**src/rtl/mem_access_stage_pkg.sv**
```systemverilog
// Shared definitions for the MEM stage: handshake state encodings, default widths
// and the mem-op decode, so hazard logic can decode Stall_M the same way.
package mem_access_stage_pkg;

  localparam int DATA_W_DEF = 32;
  localparam int ADDR_W_DEF = 32;
  localparam int REG_AW_DEF = 5;

  localparam logic ST_RUN     = 1'b0;
  localparam logic ST_MEMWAIT = 1'b1;

  // A store wins when both control bits are set; either bit makes it a mem op.
  function automatic logic is_mem_op(input logic valid, input logic mem_we, input logic mem_rd);
    return valid & (mem_we | mem_rd);
  endfunction

endpackage

```
**src/rtl/mem_access_stage_handshake_fsm.sv**
```systemverilog
// Data-memory handshake controller (module mem_handshake_fsm): owns the RUN/MEMWAIT
// state, the request, the upstream stall and the completion strobe for the M slot.
module mem_handshake_fsm
  import mem_access_stage_pkg::*;
(
  input  logic clk,
  input  logic reset,
  input  logic capture_mem,
  input  logic valid_m,
  input  logic mem_ready,
  output logic mem_req,
  output logic stall,
  output logic complete
);

  logic state;
  logic next_state;

  assign mem_req  = (state == ST_MEMWAIT);
  assign stall    = mem_req & ~mem_ready;
  assign complete = valid_m & (~mem_req | mem_ready);

  // While stalled M holds its op; otherwise the state follows what M captures next.
  always_comb begin
    next_state = ST_RUN;
    if (stall) begin
      next_state = ST_MEMWAIT;
    end else if (capture_mem) begin
      next_state = ST_MEMWAIT;
    end
  end

  always_ff @(posedge clk) begin
    if (reset) begin
      state <= ST_RUN;
    end else begin
      state <= next_state;
    end
  end

endmodule

```
**src/rtl/mem_access_stage.sv**
```systemverilog
// MIPS MEM stage: EX/MEM register, variable-latency data-memory access, branch
// resolution and MEM/WB register. Optional alignment check: MEM_ALIGN_CHECK_EN.
module mem_access_stage
  import mem_access_stage_pkg::*;
#(
  parameter int DATA_W = DATA_W_DEF,
  parameter int ADDR_W = ADDR_W_DEF,
  parameter int REG_AW = REG_AW_DEF
)(
  input  logic              CLOCK,
  input  logic              RESET,
  input  logic              Valid_E,
  input  logic              RegWriteEN_E,
  input  logic              Mem2RegSEL_E,
  input  logic              MemWriteEN_E,
  input  logic              Branch_E,
  input  logic              Zero_E,
  input  logic [DATA_W-1:0] ALUOut_E,
  input  logic [DATA_W-1:0] WriteData_E,
  input  logic [REG_AW-1:0] RegAddr3_E,
  input  logic [ADDR_W-1:0] PCBranch_E,
  output logic              Stall_M,
  output logic              PCSrc_M,
  output logic [ADDR_W-1:0] PCBranch_M,
  output logic              MemReq,
  output logic              MemWE,
  output logic [ADDR_W-1:0] MemAddr,
  output logic [DATA_W-1:0] MemWData,
  input  logic [DATA_W-1:0] MemRData,
  input  logic              MemReady,
  output logic              Valid_W,
  output logic              RegWriteEN_W,
  output logic [REG_AW-1:0] RegAddr3_W,
  output logic [DATA_W-1:0] Result_W,
  output logic              AlignFault_M
);

  logic              valid_m;
  logic              regwrite_m;
  logic              mem2reg_m;
  logic              memwrite_m;
  logic              branch_m;
  logic              zero_m;
  logic [DATA_W-1:0] aluout_m;
  logic [DATA_W-1:0] wdata_m;
  logic [REG_AW-1:0] rd_m;
  logic [ADDR_W-1:0] pcbranch_m;

  logic mem_req;
  logic stall;
  logic complete;
  logic capture_mem;
  logic fault_m;
  logic load_m;

`ifdef MEM_ALIGN_CHECK_EN
  logic align_fault;

  // Misaligned ops bypass the memory entirely and complete in RUN as a faulted no-write.
  assign capture_mem = is_mem_op(Valid_E, MemWriteEN_E, Mem2RegSEL_E) & ~(|ALUOut_E[1:0]);
  assign fault_m     = is_mem_op(valid_m, memwrite_m, mem2reg_m) & (|aluout_m[1:0]);

  always_ff @(posedge CLOCK) begin
    if (RESET) begin
      align_fault <= 1'b0;
    end else if (fault_m) begin
      align_fault <= 1'b1;
    end
  end

  assign AlignFault_M = align_fault;
`else
  assign capture_mem  = is_mem_op(Valid_E, MemWriteEN_E, Mem2RegSEL_E);
  assign fault_m      = 1'b0;
  assign AlignFault_M = 1'b0;
`endif

  mem_handshake_fsm u_fsm (
    .clk         (CLOCK),
    .reset       (RESET),
    .capture_mem (capture_mem),
    .valid_m     (valid_m),
    .mem_ready   (MemReady),
    .mem_req     (mem_req),
    .stall       (stall),
    .complete    (complete)
  );

  // EX/MEM register freezes while the memory access is outstanding.
  always_ff @(posedge CLOCK) begin
    if (RESET) begin
      valid_m    <= 1'b0;
      regwrite_m <= 1'b0;
      mem2reg_m  <= 1'b0;
      memwrite_m <= 1'b0;
      branch_m   <= 1'b0;
      zero_m     <= 1'b0;
      aluout_m   <= '0;
      wdata_m    <= '0;
      rd_m       <= '0;
      pcbranch_m <= '0;
    end else if (!stall) begin
      valid_m    <= Valid_E;
      regwrite_m <= RegWriteEN_E;
      mem2reg_m  <= Mem2RegSEL_E;
      memwrite_m <= MemWriteEN_E;
      branch_m   <= Branch_E;
      zero_m     <= Zero_E;
      aluout_m   <= ALUOut_E;
      wdata_m    <= WriteData_E;
      rd_m       <= RegAddr3_E;
      pcbranch_m <= PCBranch_E;
    end
  end

  assign load_m     = mem2reg_m & ~memwrite_m & ~fault_m;
  assign Stall_M    = stall;
  assign MemReq     = mem_req;
  assign MemWE      = mem_req & memwrite_m;
  assign MemAddr    = ADDR_W'(aluout_m);
  assign MemWData   = wdata_m;
  assign PCSrc_M    = valid_m & branch_m & zero_m;
  assign PCBranch_M = pcbranch_m;

  // Non-completing cycles send a bubble to W but leave its data fields untouched.
  always_ff @(posedge CLOCK) begin
    if (RESET) begin
      Valid_W      <= 1'b0;
      RegWriteEN_W <= 1'b0;
      RegAddr3_W   <= '0;
      Result_W     <= '0;
    end else begin
      Valid_W      <= complete;
      RegWriteEN_W <= complete & regwrite_m & ~fault_m;
      if (complete) begin
        RegAddr3_W <= rd_m;
        Result_W   <= load_m ? MemRData : aluout_m;
      end
    end
  end

endmodule

```
**config.mk**
```make
export PLATFORM = sky130hd
export DESIGN_NAME = mem_access_stage
export DESIGN_NICKNAME = d
export VERILOG_FILES = /design/src/rtl/mem_access_stage_pkg.sv /design/src/rtl/mem_access_stage_handshake_fsm.sv /design/src/rtl/mem_access_stage.sv
export SDC_FILE = /design/constraint.sdc
export NUM_CORES = 1
export LEC_CHECK = 0
export ABC_CLOCK_PERIOD_IN_PS = 1100
export CAP_MARGIN = 20
export CORE_MARGIN = 4
export CORE_UTILIZATION = 36
export CTS_CLUSTER_SIZE = 20
export DETAILED_ROUTE_END_ITERATION = 10
export PLACE_DENSITY_LB_ADDON = 0.2
export RECOVER_POWER = 50
export SKIP_LAST_GASP = 1
export SLEW_MARGIN = 15
export SYNTH_ARGS = -nofsm -noshare
export SYNTH_HDL_FRONTEND = slang
export SYNTH_SLANG_ARGS = --single-unit
```
**constraint.sdc**
```tcl
create_clock -name CLOCK -period 1.1 [get_ports CLOCK]
set_clock_uncertainty 0.1 [all_clocks]
set_input_delay 0.33 -clock CLOCK [delete_from_list [all_inputs] [get_ports CLOCK]]
set_output_delay 0.33 -clock CLOCK [all_outputs]
set_load 0.03 [all_outputs]
```
==> results of run 1 <==
path summary, 6_finish.rpt:
check	end	slack, ns	cells past startpoint	startpoint
max reg2reg	Result_W[18]$_SDFFE_PP0P_	-0.45	7	u_fsm.mem_req$_SDFF_PP0_
min reg2reg	PCBranch_M[14]$_SDFFE_PP0N_	0.36	2	PCBranch_M[14]$_SDFFE_PP0N_
min	MemWData[27]$_SDFFE_PP0N_	0.24	3	RESET
max	MemWE	-0.49	3	memwrite_m$_SDFFE_PP0N_
power by group:
part | internal [mW] | switching, mW | total (mW)
Clock | 3.53 | 2.43 | 5.95
Sequential | 5.71 | 0.334 | 6.04
Combinational | 2.53 | 2.48 | 5.01
Total | 11.8 | 5.25 | 17.0
routing by layer:
layer,GRT usage (%),part of all wire (%),up-vias
met1,30.2,34,3628
li1,-,-,3225
met4,14.6,6.6,0
met3,8.53,7.6,158
met2,52.2,52,401
met5,0,0,-
worst register-to-register path, delay by kind of cell, from the launching register on:
family	cells	cell delay, ns
buffers and inverters	4	0.54
AO/OA/AOI/OAI	2	0.33
flip-flops	1	0.36
AND/OR/NAND/NOR	1	0.11
flip-flops by register name (all words and copies together) (netlist names):
name           count
MemWData          32
PCBranch_M        32
mem2reg_m          1
RegWriteEN_W       1
RegAddr3_W         5
u_fsm.mem_req      1
branch_m           1
zero_m             1
Result_W          32
Valid_W            1
regwrite_m         1
rd_m               5
memwrite_m         1
valid_m            1
MemAddr           32
stage by stage:
step	setup TNS (ns)	hold WS, ns	util (%)	setup WS, ns
final	-81.77	0.239	91.7	-0.489
after global routing	-89.27	0.228	91.7	-0.512
after CTS	-79.29	0.216	82.5	-0.484
after detailed placement	-96.66	0.340	56.8	-0.713
after global placement	-91.64	0.334	56.8	-0.677
after floorplan	-7.95	0.327	-	-0.0871
Yosys cell counts, types with 2 or more instances:
cell type | n | area, um^2
nand3_1 | 5 | 25.0
buf_4 | 17 | 128
buf_6 | 4 | 45.0
dfxtp_1 | 147 | 2940
a21oi_1 | 145 | 726
a311oi_2 | 30 | 450
a311oi_1 | 2 | 17.5
clkbuf_1 | 12 | 45.0
buf_2 | 26 | 130
nand2_1 | 279 | 1050
o21ai_0 | 6 | 30.0
repair_timing:
action                                 CTS  global route
pin swaps                              183           118
setup endpoints to repair              286           286
setup buffers                           67            92
cloned                                  36             3
endpoints found under the hold margin    0             0
gates resized for setup                606           294
kinds of logic after synthesis:
group | synth area share [%]
flops | 52.0
simple gates | 20.0
buf+inv | 6.34
compound gates | 21.6
other cells | 0.0662
area by class of cell:
cell class,instances,area (um^2)
well taps,211,264
clock buffers,23,479
multi-input cells,476,4160
diodes,1,2.50
clock inverters,9,103
inverters,2,20.0
repair buffers,501,5820
flip-flops and latches,147,3200
fillers,532,1280
==> impl_metrics.env, run 1 <==
export IMPL_synth_seq_cells=147
export IMPL_grt_pass1_wl_um=39700
export IMPL_crit_path_max_incr_delay_ns=0.34
export IMPL_gp_congestion=0.779
export IMPL_syn_nets=827
export IMPL_crit_family="flip-flops"
export IMPL_cp_cell_sequence="buf_6, and2_4, buf_6"
export IMPL_numCtsBuffers=17
export IMPL_timing_fmax_mhz=629
export IMPL_post_route_cell_area_um2=14000
export IMPL_fp_row_count=45
export IMPL_cts_buffer_depth=2
export IMPL_drv_slew=0
export IMPL_cts_tree="yes"
export IMPL_worstPathRequired_ns=0.67
export IMPL_powerDensity_nw_per_um2=1210
export IMPL_holdBufCountCts=0
export IMPL_drt_first_pass_iters=7
export IMPL_synth_seq_area_share_pct=52.0
export IMPL_final_cell_mix="buf_6 (156), clkdlybuf4s50_1 (139), nand2_4 (132), a21oi_2 (122), buf_4 (122)"
export IMPL_synth_cell_types=23
export IMPL_ys_warn_count=0
export IMPL_critical_path_buf_inv_count=2
export IMPL_final_nets=1287
export IMPL_min_period_over_period_pct=144
export IMPL_vias=7412
export IMPL_layout_drive_gt1_share_pct=77.5
export IMPL_worstHoldPathType="input pin to register"
export IMPL_first_iter_violations=487
export IMPL_fin_ws_ns=-0.489
export IMPL_dp_hpwl_um=13400
export IMPL_die_y_um=133
export IMPL_worstSetupPathType="register to output port"
export IMPL_clockRootBuffer="clkbuf_16"
export IMPL_final_cells=1370
export IMPL_wl_um=33700
export IMPL_grt_overflow_total=0
export IMPL_cts_sinks=147
export IMPL_setup_viol=286
export IMPL_placed_area_um2=8690
export IMPL_die_area_um2=17800
export IMPL_avgViaCountPerCell=5.41
export IMPL_ys_async_sr_fraction_pct=0
export IMPL_core_area_um2=15300
export IMPL_start_util_pct=37.0
export IMPL_antenna_found_initial=1
export IMPL_crit_arrival_ns=1.16
export IMPL_grt_max_degree=31
export IMPL_path_common_cell="buf_6"
export IMPL_failed_checks="setup timing"
export IMPL_drc=0
export IMPL_hold_viol=0
export IMPL_clk_pin_slew_ns=0.06
export IMPL_min_period_ns=1.59
export IMPL_die_x_um=133
export IMPL_synth_main_ff_cell="dfxtp_1"
export IMPL_status="finished, violations left"
export IMPL_drtAntennaViolNets=0
export IMPL_syn2layout_area_growth_pct=148
export IMPL_cpMaxStageDelayCell="dfxtp_2"
export IMPL_vdd_drop_max_v=0.00124
export IMPL_synthCells=685
export IMPL_leakagePower_nw=6.41
export IMPL_grt_usage_pct=28.8
export IMPL_grt_pass1_vias=7227
export IMPL_wl_per_cell_um=24.6
export IMPL_synth_edf_count=0
export IMPL_critPathCaptureType="output port"
export IMPL_portBuffers=280
export IMPL_clkLatencyLatePin_ns=0.43
export IMPL_drv_cap=0
export IMPL_synth_area_um2=5660
export IMPL_syn_avg_cell_area_um2=8.27
export IMPL_crit_fanout=2
export IMPL_htree_levels=4
export IMPL_startpoint_type="register"
export IMPL_rsz0062_at_grt="yes"
export IMPL_place_inst=1164
export IMPL_final_common_cell="buf_6"
export IMPL_total_power_mw=17.0
export IMPL_ioPinCount=282
(Power assumes the default switching activity.)
==> inputs of run 2 (changes only) <==
SETUP_SLACK_MARGIN = 0.2   (was unset)
==> impl_metrics.env, run 2 (synthesis gave the netlist of run 1 again) <==
export IMPL_powerDensity_nw_per_um2=1290
export IMPL_gp_congestion=0.809
export IMPL_numCtsBuffers=17
export IMPL_portBuffers=280
export IMPL_rsz0062_at_grt="yes"
export IMPL_final_common_cell="nand2_1"
export IMPL_wl_per_cell_um=18.7
export IMPL_wl_um=24600
export IMPL_met1_length_um=8980
export IMPL_routed_wl_met2_um=13000
export IMPL_drv_cap=0
export IMPL_setup_viol=286
export IMPL_grt_overflow_total=0
export IMPL_top_layer="met4"
export IMPL_clockRootBuffer="clkbuf_16"
export IMPL_grt_pass1_vias=6095
export IMPL_clkPwrFrac_pct=35.4
export IMPL_fin_hold_ws_ns=0.207
export IMPL_first_iter_violations=334
export IMPL_hold_viol=0
export IMPL_die_x_um=133
export IMPL_netSwitchingFraction_pct=28.0
export IMPL_worstHoldPathType="input pin to register"
export IMPL_antenna_found_initial=0
export IMPL_syn2layout_area_growth_pct=113
export IMPL_fin_ws_ns=-0.502
export IMPL_rr_worst_depth=8
export IMPL_min_period_ns=1.60
export IMPL_grt_usage_pct=22.2
export IMPL_final_nets=1233
export IMPL_grt_max_degree=40
export IMPL_cts_buffer_depth=2
export IMPL_reg2reg_from="u_fsm.mem_req$_SDFF_PP0_"
export IMPL_clkLatencyLatePin_ns=0.42
export IMPL_status="finished, violations left"
export IMPL_intPower_mw=11.2
export IMPL_startpoint_type="register"
export IMPL_cts_sinks=147
export IMPL_clk_pin_slew_ns=0.06
export IMPL_dp_hpwl_um=13300
export IMPL_p_sw_mw=4.35
export IMPL_total_power_mw=15.5
export IMPL_reg2reg_slack_ns=-0.48
export IMPL_leakagePower_nw=5.16
export IMPL_sequentialPowerShare_pct=38.7
export IMPL_crit_arrival_ns=1.17
export IMPL_failed_checks="setup timing"
export IMPL_route_met3_wl_um=1750
export IMPL_drtAntennaViolNets=0
export IMPL_start_util_pct=37.0
export IMPL_ioPinCount=282
export IMPL_avgViaCountPerCell=5.05
export IMPL_fp_row_count=45
export IMPL_vias=6642
export IMPL_drc=0
export IMPL_grt_pass1_wl_um=31500
export IMPL_worstSetupPathType="register to output port"
export IMPL_die_y_um=133
export IMPL_drv_slew=0
export IMPL_critPathCaptureType="output port"
export IMPL_min_period_over_period_pct=146
export IMPL_drt_first_pass_iters=4
export IMPL_critPathLaunch="u_fsm.mem_req$_SDFF_PP0_"
export IMPL_comb_power_share_pct=25.9
export IMPL_worstPathRequired_ns=0.67
export IMPL_timing_rr_end="RegAddr3_W[1]$_SDFFE_PP0P_"
export IMPL_crit_fanout=2
export IMPL_final_cell_mix="nand2_1 (197), buf_6 (153), clkdlybuf4s50_1 (139), dfxtp_2 (138), a21oi_1 (98)"
export IMPL_core_area_um2=15300
export IMPL_htree_levels=4
export IMPL_vdd_drop_max_v=0.00118
export IMPL_cts_tree="yes"
export IMPL_timing_fmax_mhz=624
export IMPL_die_area_um2=17800
export IMPL_layout_drive_gt1_share_pct=58.6
export IMPL_crit_end="Stall_M"
export IMPL_antenna_diode_count=0
[run 2: repair_timing]
action	4_1_cts	5_1_grt
buffers inserted	50	48
endpoints found under the setup margin	286	286
pin swaps	1	40
cloned	10	15
hold buffers	0	0
gates resized for setup	171	200
[run 2: cell type report]
type                       instances  area, um^2
fill                             940        3250
sequential                       147        3120
clock inverter                     5        50.0
multi-input combinational        476        2950
timing repair buffer             447        5160
tap                              211         264
inverter                           2        12.5
clock buffer                      26         499
[run 2: worst min path at each step]
stage | startpoint | to | slack (ns) | cells past startpoint
detailed placement | regwrite_m$_SDFFE_PP0N_ | regwrite_m$_SDFFE_PP0N_ | 0.34 | 2
global placement | PCBranch_M[28]$_SDFFE_PP0N_ | PCBranch_M[28]$_SDFFE_PP0N_ | 0.34 | 2
finish | RESET | Result_W[23]$_SDFFE_PP0P_ | 0.21 | 2
CTS | RESET | Result_W[23]$_SDFFE_PP0P_ | 0.20 | 2
floorplan | regwrite_m$_SDFFE_PP0N_ | regwrite_m$_SDFFE_PP0N_ | 0.33 | 2
global route | RESET | Result_W[23]$_SDFFE_PP0P_ | 0.20 | 2
[run 2: metal layers]
layer / global-route usage, % / vias to the layer above
met5: 0 / -
met4: 9.83 / 0
met3: 6.91 / 61
met2: 38.7 / 278
met1: 24.9 / 3200
li1: - / 3103
[run 2: worst max-delay path: stages (launching register included)]
cell      delay, ns
dfxtp_4        0.36
nand2b_4       0.08
clkinv_4       0.06
buf_12         0.12
buf_12         0.13
[run 2: power groups by stage]
stage               clock (mW)  sequential (mW)  combinational [mW]
finish                    5.49             6.01                4.02
global route              5.78             6.04                4.20
CTS                       5.54             5.98                3.41
detailed placement           0             6.06                2.84
global placement             0             6.04                2.82
floorplan                    0             6.67               0.855
[run 2: per-stage QoR]
step | setup TNS (ns) | worst slack [ns] | cell area [um^2] | std cells | util (%)
after floorplan | -7.91 | -0.0857 | 5900 | 685 | -
final | -84.82 | -0.502 | 12100 | 1314 | 78.8
after global routing | -92.80 | -0.525 | 12100 | 1314 | 78.8
after CTS | -67.85 | -0.503 | 10700 | 1251 | 69.7
after detailed placement | -96.21 | -0.736 | 8820 | 1160 | 57.6
after global placement | -93.67 | -0.685 | 8820 | 1160 | 57.6
==> inputs of run 3 (changes only) <==
ABC_CLOCK_PERIOD_IN_PS = 1700   (was 1100)
CORE_UTILIZATION = 40   (was 36)
clock period = 1.7 ns   (was 1.1 ns; I/O delays follow)
==> impl_metrics.env, run 3 (synthesis gave the netlist of run 1 again) <==
export IMPL_status="finished, violations left"
export IMPL_failed_checks="setup timing"
export IMPL_numCtsBuffers=17
export IMPL_drv_slew=0
export IMPL_netSwitchingFraction_pct=26.6
export IMPL_core_area_um2=13900
export IMPL_setup_viol=1
export IMPL_vdd_drop_max_v=0.000840
export IMPL_cts_buffer_depth=2
export IMPL_min_from="PCBranch_M[7]$_SDFFE_PP0N_"
export IMPL_dp_hpwl_um=13300
export IMPL_startpoint_type="input pin"
export IMPL_antenna_found_initial=1
export IMPL_clockRootBuffer="clkbuf_16"
export IMPL_sequentialPowerShare_pct=37.3
export IMPL_fin_ws_ns=-0.00859
export IMPL_grt_max_degree=70
export IMPL_wl_per_cell_um=18.5
export IMPL_grt_usage_pct=24.4
export IMPL_wl_um=23000
export IMPL_antenna_diode_count=0
export IMPL_gp_congestion=0.797
export IMPL_cpMaxStageDelayCell="clkbuf_2"
export IMPL_totalNegativeSetupSlack_ns=-0.00859
export IMPL_worstSetupPathType="input pin to register"
export IMPL_syn2layout_area_growth_pct=90.9
export IMPL_worstPathRequired_ns=1.95
export IMPL_crit_arrival_ns=1.96
export IMPL_portBuffers=280
export IMPL_intPower_mw=7.61
export IMPL_clkLatencyLatePin_ns=0.43
export IMPL_whs_path_depth=2
export IMPL_worstHoldPathType="register to register"
export IMPL_reg2reg_slack_ns=0.01
export IMPL_grt_pass1_wl_um=31100
export IMPL_leakagePower_nw=4.79
export IMPL_avgViaCountPerCell=5.12
export IMPL_drv_cap=0
export IMPL_timing_rr_end="rd_m[2]$_SDFFE_PP0N_"
export IMPL_clkPwrFrac_pct=41.0
export IMPL_final_common_cell="nand2_1"
export IMPL_comb_power_share_pct=21.7
export IMPL_critical_path_buf_inv_count=7
export IMPL_worstHoldEndpoint="PCBranch_M[7]$_SDFFE_PP0N_"
export IMPL_path_common_cell="buf_6"
export IMPL_fp_row_count=43
export IMPL_critPathCaptureType="register"
export IMPL_min_period_over_period_pct=101
export IMPL_rr_worst_depth=9
export IMPL_first_iter_violations=411
export IMPL_final_nets=1194
export IMPL_hold_viol=0
export IMPL_drc=0
export IMPL_powerDensity_nw_per_um2=959
export IMPL_ioPinCount=282
export IMPL_grt_overflow_total=0
export IMPL_start_util_pct=40.8
export IMPL_drtAntennaViolNets=0
export IMPL_min_period_ns=1.71
export IMPL_holdBufCountCts=0
export IMPL_die_y_um=127
export IMPL_cts_sinks=147
export IMPL_p_sw_mw=2.76
export IMPL_rsz0062_at_grt="yes"
export IMPL_pre_cts_slack_ns=-0.431
export IMPL_layout_drive_gt1_share_pct=49.1
export IMPL_vias=6365
export IMPL_crit_path_max_incr_delay_ns=0.29
export IMPL_grt_pass1_vias=5779
export IMPL_die_x_um=127
export IMPL_timing_fmax_mhz=585
export IMPL_reg2reg_from="u_fsm.mem_req$_SDFF_PP0_"
export IMPL_drt_first_pass_iters=5
export IMPL_cp_cell_sequence="dlygate4sd2_1, nand2b_4, clkinv_4, buf_6, buf_6, buf_12, buf_4, clkbuf_2, nand2_1, a21oi_1"
export IMPL_htree_levels=4
export IMPL_die_area_um2=16100
export IMPL_crit_family="buffers and inverters"
export IMPL_cts_tree="yes"
export IMPL_clk_pin_slew_ns=0.06
export IMPL_crit_fanout=8
export IMPL_final_cell_mix="nand2_1 (253), clkdlybuf4s50_1 (139), dfxtp_2 (130), a21oi_1 (125), buf_4 (98)"
==> run 3: changes by cell type in the layout (fill, tap and decap cells not counted), moves of 7 or more <==
| cell | delta |
|---|---|
| a21oi_2 | -25 |
| nand2_1 | +56 |
| buf_6 | -85 |
| clkbuf_2 | +53 |
| nand2_2 | -46 |
| a21oi_1 | +27 |
| dfxtp_2 | -8 |
| nand2_4 | -10 |
| dfxtp_4 | +7 |
| clkbuf_16 | -9 |
==> run 3: area by class of cell <==
type                       count  area (um^2)
inverter                       2         12.5
fill                         954         3070
timing repair buffer         408         4140
clock buffer                  23          498
sequential                   147         3140
clock inverter                 8          171
tap                          180          225
multi-input combinational    476         2620
==> run 3: power groups by stage <==
stage                     clock (mW)  sequential (mW)  combinational [mW]
after floorplan                    0             4.27               0.540
after global placement             0             3.89                1.91
after detailed placement           0             3.89                1.93
after CTS                       4.28             3.88                2.12
after global routing            4.49             3.89                2.36
final                           4.25             3.87                2.25
==> run 3: how the worst max path moves through the flow <==
stage	start	to	depth (start not counted)
6_report	MemReady	rd_m[2]$_SDFFE_PP0N_	10
3_5_place_dp	MemReady	MemWData[16]$_SDFFE_PP0N_	7
4_1_cts	u_fsm.mem_req$_SDFF_PP0_	Stall_M	3
3_3_place_gp	MemReady	MemWData[10]$_SDFFE_PP0N_	7
5_1_grt	u_fsm.mem_req$_SDFF_PP0_	rd_m[2]$_SDFFE_PP0N_	9
2_1_floorplan	MemReady	Stall_M	3
==> run 3: metal layers <==
metal,GRT usage [%],vias up,routed length (um)
met1,29.0,2971,9030
met4,10.5,2,882
met3,7.73,69,1750
met5,0,-,13
met2,40.6,305,11400
li1,-,3018,-
==> run 3: what timing repair did <==
action	CTS	global route
buffers inserted	41	45
endpoints found under the setup margin	193	253
pin swaps	2	17
cloned	3	8
resized for setup	894	105
==> run 3: tightest hold or removal path, cell delays in order, from the launching register on <==
cell and delay [ns]:
dfxtp_2 0.32, nand2_1 0.05, a21oi_1 0.05
==> run 3: stage by stage <==
stage / instances / area (um^2) / hold slack [ns] / utilization (%) / power [mW]
2_1_floorplan: 685 / 5670 / 0.327 / - / 4.81
3_3_place_gp: 1116 / 8940 / 0.335 / 64.4 / 5.80
3_5_place_dp: 1116 / 8940 / 0.342 / 64.4 / 5.82
4_1_cts: 1191 / 10400 / 0.352 / 74.7 / 10.3
5_1_grt: 1244 / 10800 / 0.362 / 77.9 / 10.7
6_report: 1244 / 10800 / 0.349 / 77.9 / 10.4
